==> src/rtl/cla_16bit.sv <==
// rtl/cla_16bit.sv - 16-bit two-level carry-lookahead adder with registered sum/cout
module cla_16bit (
    input  logic        clk,
    input  logic        rst,
    input  logic [15:0] a,
    input  logic [15:0] b,
    input  logic        cin,
    output logic [15:0] sum,
    output logic        cout
);

    logic [15:0] p;
    logic [15:0] g;
    logic [15:0] c;
    logic [3:0]  gp;
    logic [3:0]  gg;
    logic [3:0]  cg;
    logic        c16;
    logic [15:0] sum_d;
    logic [15:0] sum_q;
    logic        cout_d;
    logic        cout_q;

    always_comb begin
        p = a ^ b;
        g = a & b;
    end

    // Per-group propagate/generate summaries feeding the second level.
    always_comb begin
        gp = '0;
        gg = '0;
        for (int k = 0; k < 4; k++) begin
            gp[k] = p[4*k+3] & p[4*k+2] & p[4*k+1] & p[4*k];
            gg[k] = g[4*k+3]
                  | (p[4*k+3] & g[4*k+2])
                  | (p[4*k+3] & p[4*k+2] & g[4*k+1])
                  | (p[4*k+3] & p[4*k+2] & p[4*k+1] & g[4*k]);
        end
    end

    // Group carries are flattened so no carry ripples from group to group.
    always_comb begin
        cg[0] = cin;
        cg[1] = gg[0] | (gp[0] & cin);
        cg[2] = gg[1] | (gp[1] & gg[0]) | (gp[1] & gp[0] & cin);
        cg[3] = gg[2] | (gp[2] & gg[1]) | (gp[2] & gp[1] & gg[0])
              | (gp[2] & gp[1] & gp[0] & cin);
        c16   = gg[3] | (gp[3] & gg[2]) | (gp[3] & gp[2] & gg[1])
              | (gp[3] & gp[2] & gp[1] & gg[0])
              | (gp[3] & gp[2] & gp[1] & gp[0] & cin);
    end

    always_comb begin
        c = '0;
        for (int k = 0; k < 4; k++) begin
            c[4*k]   = cg[k];
            c[4*k+1] = g[4*k] | (p[4*k] & cg[k]);
            c[4*k+2] = g[4*k+1] | (p[4*k+1] & g[4*k])
                     | (p[4*k+1] & p[4*k] & cg[k]);
            c[4*k+3] = g[4*k+2] | (p[4*k+2] & g[4*k+1])
                     | (p[4*k+2] & p[4*k+1] & g[4*k])
                     | (p[4*k+2] & p[4*k+1] & p[4*k] & cg[k]);
        end
    end

    always_comb begin
        sum_d  = p ^ c;
        cout_d = c16;
    end

    always_ff @(posedge clk or posedge rst) begin
        if (rst) begin
            sum_q  <= 16'h0000;
            cout_q <= 1'b0;
        end else begin
            sum_q  <= sum_d;
            cout_q <= cout_d;
        end
    end

    assign sum  = sum_q;
    assign cout = cout_q;

endmodule

==> config.mk <==
export PLATFORM = sky130hd
export DESIGN_NAME = cla_16bit
export DESIGN_NICKNAME = d
export VERILOG_FILES = /design/src/rtl/cla_16bit.sv
export SDC_FILE = /design/constraint.sdc
export NUM_CORES = 1
export LEC_CHECK = 0
export CAP_MARGIN = 20
export CELL_PAD_IN_SITES_DETAIL_PLACEMENT = 0
export CELL_PAD_IN_SITES_GLOBAL_PLACEMENT = 1
export CORE_MARGIN = 5
export CORE_UTILIZATION = 28
export DETAILED_ROUTE_END_ITERATION = 10
export GPL_ROUTABILITY_DRIVEN = 0
export PLACE_DENSITY_LB_ADDON = 0.1
export RECOVER_POWER = 25
export SYNTH_ARGS = -nofsm -noshare
export SYNTH_HDL_FRONTEND = slang
export SYNTH_SLANG_ARGS = --single-unit
==> constraint.sdc <==
create_clock -name clk -period 0.8 [get_ports clk]
set_input_delay 0.08 -clock clk [delete_from_list [all_inputs] [get_ports clk]]
set_output_delay 0.08 -clock clk [all_outputs]
set_load 0.01 [all_outputs]
==> reports/results.ini <==
[yosys]
synth_top_family_by_area=adder cells
synthMostInstantiatedCell=dfrtp_1
syn-cell-area_sq_um=1200
synth_warnings=0
ys_ff_latch=17
syn-num-nets=167
synth_top_cell_area_share_pct=35.6
yosys-top-cells-area=dfrtp_1 36%, ha_1 17%, fa_1 6.7%, xnor2_1 3.7%, nor2_1 2.8%
netlist_instances=112
avgSynthCellArea_sq_um=10.7
seq_area_frac_synth_pct=35.6
yosys.area_share.xor_xnor_pct=5.86
ys_types=37
synthSimpleGateAreaFrac_pct=12.7
synth_top_cell_by_area=dfrtp_1
synth_compound_area_share_pct=20.3
synthMuxAreaShare_pct=0
synth_common_cells=17 x dfrtp_1, 16 x ha_1, 9 x nor2_1
synthArstFlopShare_pct=100
ys.flop_type=dfrtp_1
synth-adder-area-share_pct=23.4
synth_edf_count=0

[global_routing]
met3_usage_pct=1.98
grtUsageTotal_pct=13.4
grt_first_pass_wirelength_um=5810
grt_pass1_vias=1358
grt_max_degree=18
grtUsageMet2_pct=26.7
antenna_found_initial=0
top_usage_layer=met2
grt.overflow.total=0
use_met1_pct=13.9

[placed_design]
hpwl_um=2740
port_buffers=51
dpl_cell_area_sq_um=2120

[layout]
drive_above_1_share_pct=58.5
fin_nets=263
fin_area_sq_um=2350
syn_to_final_growth_pct=96.3
final_util_pct=57.9
diodes=0

[clocking]
cts-root-buf=clkbuf_8
clock_path_buffers=2
cts_sinks=17
htreeDepth=1
cts.clk_slew.worst_paths_ns=0.07
cts_tree=built
numCtsBuffers=3

[detailed_routing]
routed_wl_um=3590
drc_errors=0
drtAntennaViolNets=0
viasPerCell=4.76
post_drt_wl_per_cell_um=14.0
drt_pass1_iterations=4
num_vias=1224
drt_iter0_markers=44

[timing]
finalHoldViolCount=0
grt_setup_unrepaired=true
slew_headroom_pct=69.5
worst_pin_slew_ns=0.457
fmax_ghz=0.567
layout_setup_ws_ns=-0.963
fin_tns_setup_ns=-8.79
drv_slew=0
period_share_pct=220
layout_min_cycle_time_ns=1.76
setup_viol=32

[setup_path]
crit_buf_inv=1
start_kind=input port
critPathSlowestCell=or3_4
path_cells=buf_6 > ha_4 > a21o_1 > a21oi_4 > a21oi_2 > o211a_1 > or3_4 > fa_2 > xor2_1
arrival_ns=1.90
cp_data_required_time_ns=0.94
cp_max_fo=2
slowest_delay_ns=0.37
cp-end-kind=flip-flop
crit_family=compound AO/OA/AOI/OAI gates
path_depth=9
crit_type=in2reg

[power_and_ir_drop]
ir_drop_mv=0.685
p_leak_nw=1.07
p_per_area_nw_per_um2=1410
total_power_mw=3.31

[run]
maxCapViolCount=0

[worst_hold_path]
holdPathStages=4
hp-class=in2reg

[floorplan]
die_h_um=75.4
core_region_area_sq_um=4060
die_x_um=75.4
rows=23
start_util_pct=29.5
die_area_sq_um=5680
io_pins=52

[run_status]
violations=setup timing
outcome=finished, violations left

==> per-layer routing <==
layer,vias to the layer above,routed length (um)
met3,6,199
met4,0,66
li1,593,-
met2,31,1990
met5,-,0
met1,594,1330
==> registers in the layout (all words and copies together) (netlist names) <==
register  count
cout          1
sum          16
==> power breakdown <==
group          switching (mW)  internal (mW)  leakage (nW)
Sequential             0.0501           1.03         0.198
Clock                   0.300          0.345        0.0255
Combinational           0.699          0.883         0.850
==> per-stage QoR <==
stage / setup WS [ns] / hold slack [ns] / instances
finish: -0.963 / 0.207 / 257
global route: -1.02 / 0.227 / 257
CTS: -1.01 / 0.148 / 255
detailed placement: -1.62 / 0.416 / 244
global placement: -1.57 / 0.406 / 244
floorplan: -1.11 / 0.00607 / 112
==> repair_timing <==
action,4_1_cts,5_1_grt
hold buffers,0,0
buffers inserted,7,3
setup endpoints to repair,34,31
pin swaps,41,8
gates resized for setup,193,15
==> final timing paths <==
path | start | end | slack, ns
max | a[2] | sum[13]$_DFF_PP0_ | -0.96
min | b[2] | sum[3]$_DFF_PP0_ | 0.21
max in group asynchronous | rst | sum[15]$_DFF_PP0_ | 0.12
min in group asynchronous | rst | sum[6]$_DFF_PP0_ | 0.37
==> logic make-up after synthesis <==
logic type               count (synthesis)
flip-flops                              17
XOR/XNOR                                 8
AO/OA/AOI/OAI                           30
adder cells (fa/ha/maj)                 20
AND/OR/NAND/NOR                         30
buffers and inverters                    7
==> cell usage in the layout (no fill, tap or decap), drive strengths merged, types with 4 or more instances in the layout <==
cell type,netlist,final
buf,0,74
dfrtp,17,17
ha,16,16
dlygate4sd2,0,11
nor2,9,9
a21oi,8,8
inv,7,7
nand2,6,6
xnor2,5,5
clkdlybuf4s50,0,4
fa,4,4
clkbuf,0,4
nand3,4,4
o21ai,4,4
==> cell type report <==
cell class,count,area (sq um)
Fill cell,370,1710
Multi-Input combinational cell,88,1060
Timing Repair Buffer,91,729
Sequential cell,17,425
Tap cell,50,62.6
Clock buffer,3,41.3
Inverter,7,26.3
Clock inverter,1,5.00
==> tightest hold or removal path: cells and delay by family <==
family | cells | cell delay [ns]
buf+inv | 1 | 0.07
fa+ha+maj | 1 | 0.11
xor+xnor | 1 | 0.11
simple gates | 1 | 0.05
(Power assumes the default switching activity.)
